File: src/rtl/vga_sprite_engine.sv
// VGA timing generator compositing N_SPR shadowed solid rectangles over BG_COLOR; VGA_ENGINE_COLLISION_EN adds the sprite-0 overlap flag.
// Latency: RGB/hsync/vsync/blank lag the pixel counters by 2 pixel ticks and stay mutually aligned.
// Backpressure: wr_ready drops only in the single clk that commits shadow -> live at vblank start.
module vga_sprite_engine #(
  parameter int          N_SPR    = 5,
  parameter int          CLK_DIV  = 2,
  parameter int          H_ACTIVE = 640,
  parameter int          H_FP     = 16,
  parameter int          H_SYNC   = 96,
  parameter int          H_BP     = 48,
  parameter int          V_ACTIVE = 480,
  parameter int          V_FP     = 10,
  parameter int          V_SYNC   = 2,
  parameter int          V_BP     = 33,
  parameter logic [23:0] BG_COLOR = 24'h70C5CE,
  localparam int         IDX_W    = $clog2(N_SPR)
) (
  input  logic               clk,
  input  logic               rst,
  input  logic               wr_valid,
  output logic               wr_ready,
  input  logic [IDX_W-1:0]   wr_idx,
  input  logic signed [10:0] wr_x,
  input  logic signed [10:0] wr_y,
  input  logic [9:0]         wr_w,
  input  logic [9:0]         wr_h,
  input  logic [23:0]        wr_color,
  input  logic               wr_vis,
  output logic               frame_start,
  output logic               collision,
  output logic               hsync,
  output logic               vsync,
  output logic               blank,
  output logic               sync,
  output logic               vga_clk,
  output logic [7:0]         vga_r,
  output logic [7:0]         vga_g,
  output logic [7:0]         vga_b
);
  localparam int H_TOTAL = H_ACTIVE + H_FP + H_SYNC + H_BP;
  localparam int V_TOTAL = V_ACTIVE + V_FP + V_SYNC + V_BP;
  localparam int DIV_W   = $clog2(CLK_DIV);
  localparam logic [11:0] H_LAST = 12'(H_TOTAL - 1);
  localparam logic [11:0] V_LAST = 12'(V_TOTAL - 1);
  localparam logic [11:0] H_ACT  = 12'(H_ACTIVE);
  localparam logic [11:0] V_ACT  = 12'(V_ACTIVE);
  localparam logic [11:0] HS_BEG = 12'(H_ACTIVE + H_FP);
  localparam logic [11:0] HS_END = 12'(H_ACTIVE + H_FP + H_SYNC);
  localparam logic [11:0] VS_BEG = 12'(V_ACTIVE + V_FP);
  localparam logic [11:0] VS_END = 12'(V_ACTIVE + V_FP + V_SYNC);

  typedef struct packed {
    logic               vis;
    logic signed [10:0] x;
    logic signed [10:0] y;
    logic [9:0]         w;
    logic [9:0]         h;
    logic [23:0]        color;
  } spr_t;

  function automatic logic signed [11:0] sext(input logic signed [10:0] v);
    return {v[10], v};
  endfunction

  function automatic logic signed [11:0] zext(input logic [9:0] v);
    return {2'b00, v};
  endfunction

  logic [DIV_W-1:0] div_cnt, div_nxt;
  logic             pix_en, commit;
  logic [11:0]      h_cnt, v_cnt;

  assign pix_en  = (div_cnt == DIV_W'(CLK_DIV - 1));
  assign div_nxt = pix_en ? '0 : div_cnt + 1'b1;

  // vga_clk is high for the first half of each pixel period, so it rises right after pix_en
  always_ff @(posedge clk or posedge rst) begin
    if (rst) begin
      div_cnt <= '0;
      vga_clk <= 1'b0;
    end else begin
      div_cnt <= div_nxt;
      vga_clk <= (int'(div_nxt) < CLK_DIV / 2);
    end
  end

  always_ff @(posedge clk or posedge rst) begin
    if (rst) begin
      h_cnt <= '0;
      v_cnt <= '0;
    end else if (pix_en) begin
      if (h_cnt == H_LAST) begin
        h_cnt <= '0;
        v_cnt <= (v_cnt == V_LAST) ? '0 : v_cnt + 1'b1;
      end else begin
        h_cnt <= h_cnt + 1'b1;
      end
    end
  end

  assign commit      = pix_en && (h_cnt == '0) && (v_cnt == V_ACT);
  assign wr_ready    = ~commit;
  assign frame_start = commit;
  assign sync        = 1'b0;

  spr_t shadow [N_SPR];
  spr_t live   [N_SPR];
  spr_t wr_spr;

  assign wr_spr = '{vis: wr_vis, x: wr_x, y: wr_y, w: wr_w, h: wr_h, color: wr_color};

  // Out-of-range indices complete the handshake but are dropped
  always_ff @(posedge clk or posedge rst) begin
    if (rst) begin
      for (int i = 0; i < N_SPR; i++) begin
        shadow[i] <= '0;
        live[i]   <= '0;
      end
    end else begin
      if (wr_valid && wr_ready && (int'(wr_idx) < N_SPR))
        shadow[wr_idx] <= wr_spr;
      if (commit)
        for (int i = 0; i < N_SPR; i++) live[i] <= shadow[i];
    end
  end

  logic signed [11:0] px, py;
  logic [N_SPR-1:0]   hit;
  logic               active, hs_n, vs_n;

  assign px     = h_cnt;
  assign py     = v_cnt;
  assign active = (h_cnt < H_ACT) && (v_cnt < V_ACT);
  assign hs_n   = !((h_cnt >= HS_BEG) && (h_cnt < HS_END));
  assign vs_n   = !((v_cnt >= VS_BEG) && (v_cnt < VS_END));

  // Half-open extents: zero width/height can never satisfy px < x + w
  always_comb begin
    hit = '0;
    for (int i = 0; i < N_SPR; i++)
      hit[i] = live[i].vis
            && (px >= sext(live[i].x)) && (px < sext(live[i].x) + zext(live[i].w))
            && (py >= sext(live[i].y)) && (py < sext(live[i].y) + zext(live[i].h));
  end

  logic [N_SPR-1:0] s1_hit;
  logic             s1_act, s1_hs, s1_vs;

  always_ff @(posedge clk or posedge rst) begin
    if (rst) begin
      s1_hit <= '0;
      s1_act <= 1'b0;
      s1_hs  <= 1'b1;
      s1_vs  <= 1'b1;
    end else if (pix_en) begin
      s1_hit <= hit;
      s1_act <= active;
      s1_hs  <= hs_n;
      s1_vs  <= vs_n;
    end
  end

  logic [23:0] pick, rgb;

  always_comb begin
    pick = BG_COLOR;
    for (int i = N_SPR - 1; i >= 0; i--)
      if (s1_hit[i]) pick = live[i].color;
  end

  always_ff @(posedge clk or posedge rst) begin
    if (rst) begin
      rgb   <= '0;
      hsync <= 1'b1;
      vsync <= 1'b1;
      blank <= 1'b0;
    end else if (pix_en) begin
      rgb   <= s1_act ? pick : '0;
      hsync <= s1_hs;
      vsync <= s1_vs;
      blank <= s1_act;
    end
  end

  assign {vga_r, vga_g, vga_b} = rgb;

`ifdef VGA_ENGINE_COLLISION_EN
  logic coll_flag;

  // Commit lands in vertical blank, so it never races an active-pixel set
  always_ff @(posedge clk or posedge rst) begin
    if (rst) begin
      coll_flag <= 1'b0;
      collision <= 1'b0;
    end else if (commit) begin
      collision <= coll_flag;
      coll_flag <= 1'b0;
    end else if (pix_en && active && hit[0] && (|hit[N_SPR-1:1])) begin
      coll_flag <= 1'b1;
    end
  end
`else
  assign collision = 1'b0;
`endif

endmodule

File: config.mk
export PLATFORM = sky130hd
export DESIGN_NAME = vga_sprite_engine
export DESIGN_NICKNAME = d
export VERILOG_FILES = /design/src/rtl/vga_sprite_engine.sv
export SDC_FILE = /design/constraint.sdc
export NUM_CORES = 2
export LEC_CHECK = 0
export ABC_AREA = 1
export BUFFER_PORTS_ARGS = -buffer_cell sky130_fd_sc_hd__buf_2
export CAP_MARGIN = 10
export CORE_MARGIN = 2
export CORE_UTILIZATION = 35
export CTS_CLUSTER_DIAMETER = 100
export DETAILED_ROUTE_END_ITERATION = 8
export SKIP_CTS_REPAIR_TIMING = 1
export SLEW_MARGIN = 20
export SYNTH_ARGS = -nofsm -noshare
export SYNTH_HDL_FRONTEND = slang
export SYNTH_SLANG_ARGS = --single-unit
File: constraint.sdc
create_clock -name clk -period 25.2 [get_ports clk]
set_input_delay 1.26 -clock clk [delete_from_list [all_inputs] [get_ports clk]]
set_output_delay 1.26 -clock clk [all_outputs]
set_load 0.02 [all_outputs]
* After elaboration in Yosys (flattened, before gate mapping)
Index checks and enable logic that the tools add are counted.
** Word-level totals
- Register bits :: 731
- Bits of input ports :: 73
- Word-level logic and storage cells :: 164
- Output and inout bits :: 32
** Cells by class
- Equal/unequal tests :: 3
- Mux-type cells :: 12
- Add/sub/neg operators :: 13
- Magnitude comparators :: 30
- Bitwise logic cells :: 2
- Reductions and logical operators :: 32
** Operator list (number)
- 335-bit bitwise mux :: 1
- 67-bit demux with 3-bit select :: 1
- 24-bit two-way mux :: 6
- 11-bit by 11-bit adder with 12-bit output :: 10
- 12-bit by 11-bit >= comparator with 1-bit output :: 10
- 12-bit less-than comparator :: 10
- 67-bit two-way mux :: 1
- 1-bit logical AND :: 28
- 12-bit by 1-bit adder with 12-bit output (second input constant) :: 2
- 12-bit by 10-bit == test with 1-bit output (second input constant) :: 2
- 12-bit by 10-bit less-than comparator with 1-bit output (second input constant) :: 2
- 12-bit by 9-bit less-than comparator with 1-bit output (second input constant) :: 2
- 12-bit two-way mux :: 2
- 12-bit by 9-bit == test with 1-bit output (second input constant) :: 1
- 12-bit by 10-bit >= comparator with 1-bit output (second input constant) :: 1
- 12-bit by 9-bit >= comparator with 1-bit output (second input constant) :: 1
- 12-bit logical NOT :: 1
- 4-bit >= comparator (second input constant) :: 1
- 4-bit by 1-bit less-than comparator with 1-bit output (second input constant) :: 1
- 3-bit inverter with 4-bit output :: 1
- 3-bit less-than comparator (second input constant) :: 1
- 1-bit logical NOT :: 2
- 2-bit AND reduction :: 1
- 1-bit adder (second input constant) :: 1
- other kinds (3) :: 3

* Longest topological paths before layout
- Word-level depth :: 6
- Depth in mapped cells :: 23
- Mapped depth without buffers :: 23

* Least setup slack after synthesis
No wires, ideal clock.
- Kind :: register to output
- Start :: register v_cnt[1], in the netlist py[1]
- End :: output wr_ready
- Buffers on the path :: 3
- Data required time :: 23940 ps
- Slack :: 22167 ps
- Arrival :: 1773 ps
- Cell stages (with the launch flop) :: 9
- Cell sequence :: dfrtp_1 > inv_1 > ha_1 > nand3_1 > nor4_1 > nand2_2 > buf_6 > buf_2 > buf_2
** Between the ends
- Word-level cells in the longest chain between the ends :: 3
** Ends and longest elaborated chain
- start, declared :: line 71 : logic [11:0] h_cnt, v_cnt;
- start signal, assigned :: line 94 : v_cnt <= (v_cnt == V_LAST) ? '0 : v_cnt + 1'b1;
- 12-bit by 9-bit == test with 1-bit output :: line 101 : assign commit = pix_en && (h_cnt == '0) && (v_cnt == V_ACT);
- 1-bit logical AND :: line 101
- 1-bit inverter :: line 102 : assign wr_ready = ~commit;
- end, declared :: line 21 : output logic wr_ready,
No other way between the ends.

* Worst setup path after layout
- Start :: register v_cnt[1], in the netlist py[1]
- End :: output frame_start
** Between the ends
- Word-level cells in the longest chain between the ends :: 2
** Ends and longest elaborated chain
- 12-bit by 9-bit == test with 1-bit output :: line 101
- 1-bit logical AND :: line 101
- end, declared :: line 29 : output logic frame_start,
No other way between the ends.

==> flow_summary.toml <==
[timing]
final-hold-violation-count = 0
slew_violations = 0
rsz0062_at_grt = "no"
tightestPinTransition_ps = 1130
max_clock_freq_mhz = 184
setup_viol = 0
setup_tns_ps = 0
period_needed_ps = 5430
finalCritPeriodShare = 0.216
fin_skew_ps = 44.1
slew_headroom = 0.245

[setup_path]
crit_type = "flip-flop to primary output"
startpoint_type = "flip-flop"
endpoint_kind = "primary output"
critPathMaxFanout = 125
r2r_slack_ps = 20470
rr_endpoint = "shadow[91]"
worstPathArrival_ps = 4170
rr_startpoint = "py[0]"
reg2regPathDepth = 10
required_ps = 23940

[route]
wl_per_cell_um = 17.8
drtAntennaViolNets = 0
drc_errors = 0
drtIter0Drc = 2658
vias = 31800
routed_wl_mm = 114
drtPass1Iterations = 6
vias_per_cell = 4.97

[yosys]
synth_top_flop_cell = "dfrtp_1"
synthArstFlopShare = 1.00
synth-edff-count = 0
syn_area_per_cell_sq_um = 8.13
syn_inst = 4823
synth_area_sq_um = 39200
ys_seq_area_frac = 0.467
ys_ff_latch = 731
yosys_warnings = 0
ys_types = 40

[floorplan]
die_width_um = 339
rows = 122
core-area_sq_um = 111000
die-height_um = 339
start_util = 0.354
die_area_sq_um = 115000
ioPinCount = 105

[global_route]
gr-usage-met2 = 0.330
grt_pass1_vias = 30600
grt_max_degree = 189
grt_pass1_wl_mm = 179
grt.total_usage = 0.198
overflow = 0
grt_use_met1 = 0.265
grt_antenna_before_repair = 18
use_met3 = 0.0250
grt-busiest-layer = "met2"

[cts]
cts_buffers = 82
cts.sinks = 731
clk_pin_slew_worst_paths_ps = 60
htree_levels = 3
root_buffer = "clkbuf_16"
ctsLongestPathBuffers = 3
cts_tree = "yes"
clock_latency_ps = 680

[power_and_ir_drop]
p_per_area_nw_per_um2 = 61.5
leakagePower_nw = 22.3
power_mw = 2.68
max-vdd-ir-drop_mv = 0.0512

[layout]
fin_area_sq_um = 43600
drive_gt1_frac = 0.0571
final_nets = 5264
area_growth_pct = 11.2
postLayoutCoreUtil = 0.393

[hold_path]
hold-path-endpoint = "live[70]"
min_from = "shadow[70]"
min_path_type = "flip-flop to flip-flop"
holdPathStages = 2

[run]
max_cap_viol_count = 0

[placement]
hpwl_mm = 73.6
port-buffer-count = 102
place.gp.congestion = 0.866
place_area_sq_um = 40900

[status]
status = "finished clean"
-- state kept, by name, indices dropped and copies added, names as in the netlist --
signal and flops:
s1_hs 1, rgb 24, s1_act 1, py 12, vsync 1, s1_hit 5
s1_vs 1, vga_clk 1, shadow 335, blank 1, live 335, div_cnt 1
h_cnt 12, hsync 1
-- cell usage in the layout, fill, tap and decap left out, types with 4 or more instances in the layout --
cell       netlist  routed
nand2_1       1735    1735
dfrtp_1        727     727
inv_1          447     444
o21ai_0        378     378
ha_1           334     334
nand3_1        313     313
a21oi_1        207     207
nor2_1         130     128
buf_2           93     102
clkbuf_16        0      83
xor2_1          68      68
nand4_1         49      49
o21ai_1         48      48
nor3_1          35      34
buf_4            4      29
xnor2_1         26      26
clkbuf_1        69      21
o211ai_1        19      19
a21o_1          18      18
clkbuf_8         0      18
o22ai_1         13      13
clkinv_2         0      13
fa_1            10      10
nand3b_1         9       9
clkinv_1         4       6
nor4_1           6       6
o221ai_1         6       6
diode_2          0       5
a31oi_1          5       5
o2111ai_1        5       5
o31ai_1          5       5
nand2_4          1       4
nor2_4           0       4
o21bai_1         4       4
clkinv_8         0       4
dfstp_2          4       4
-- metal layers --
metal,up-vias,routed length (um)
met1,15200,50900
met2,753,53900
met5,-,52
met3,203,5320
met4,8,3750
li1,15700,-
-- area by class of cell --
class / count / area (sq um)
flip-flops and latches: 731 / 18300
clock buffers: 122 / 2400
inverters: 456 / 1730
repair buffers: 135 / 782
fillers: 11400 / 67200
well taps: 1488 / 1860
multi-input cells: 3441 / 18300
diodes: 5 / 12.5
clock inverters: 22 / 249
-- worst max-delay path, stage by stage (launching register included) --
cell	delay [ps]
dfrtp_1	710
inv_1	260
ha_1	220
nand3_1	80
nor4_1	660
nand2_8	590
inv_8	660
buf_2	270
-- cell usage after synthesis, drive strengths merged (9+ instances only) --
master  instances  area, sq um
a21o           18          135
a21oi         207         1040
buf           127          743
clkbuf         69          259
dfrtp         727        18200
fa             10          200
ha            334         4180
inv           452         1700
nand2        1740         6550
nand3         313         1570
nand3b          9         67.6
nand4          49          307
nor2          133          507
nor3           36          185
o211ai         19          143
o21ai         426         2130
o22ai          13         81.3
xnor2          26          228
xor2           68          596
-- through the flow --
step	setup WS, ps	cells	hold WS (ps)
after floorplan	3440	4824	393
after global placement	19210	6251	451
after detailed placement	19220	6251	451
after CTS	19640	6395	441
after global routing	19420	6397	464
final	19770	6400	443
-- where the power goes --
part           switching, mW  total, mW  internal (mW)
Clock                  0.507       1.19          0.683
Sequential            0.0434       1.32           1.28
Combinational          0.120      0.169         0.0495
-- how the worst max path moves through the flow --
| stage | end | cells after the start | slack, ps | startpoint |
|---|---|---|---|---|
| after floorplan | blank | 1 | 3440 | rst |
| after global placement | live[15] | 6 | 19210 | rst |
| after detailed placement | shadow[210] | 6 | 19220 | rst |
| after CTS | frame_start | 7 | 19640 | py[1] |
| after global routing | frame_start | 7 | 19420 | py[1] |
| final | frame_start | 7 | 19770 | py[1] |
-- cells by family after synthesis --
kind of cell	after synthesis	synth area share
buffers and inverters	652	0.0692
other	1	0.0000956
adders and majority gates	344	0.112
and+or+nand+nor	2290	0.236
AOI/OAI and AO/OA	711	0.0955
DFF	731	0.467
xor gates and xnor gates	94	0.0210
(Power assumes the default switching activity.)
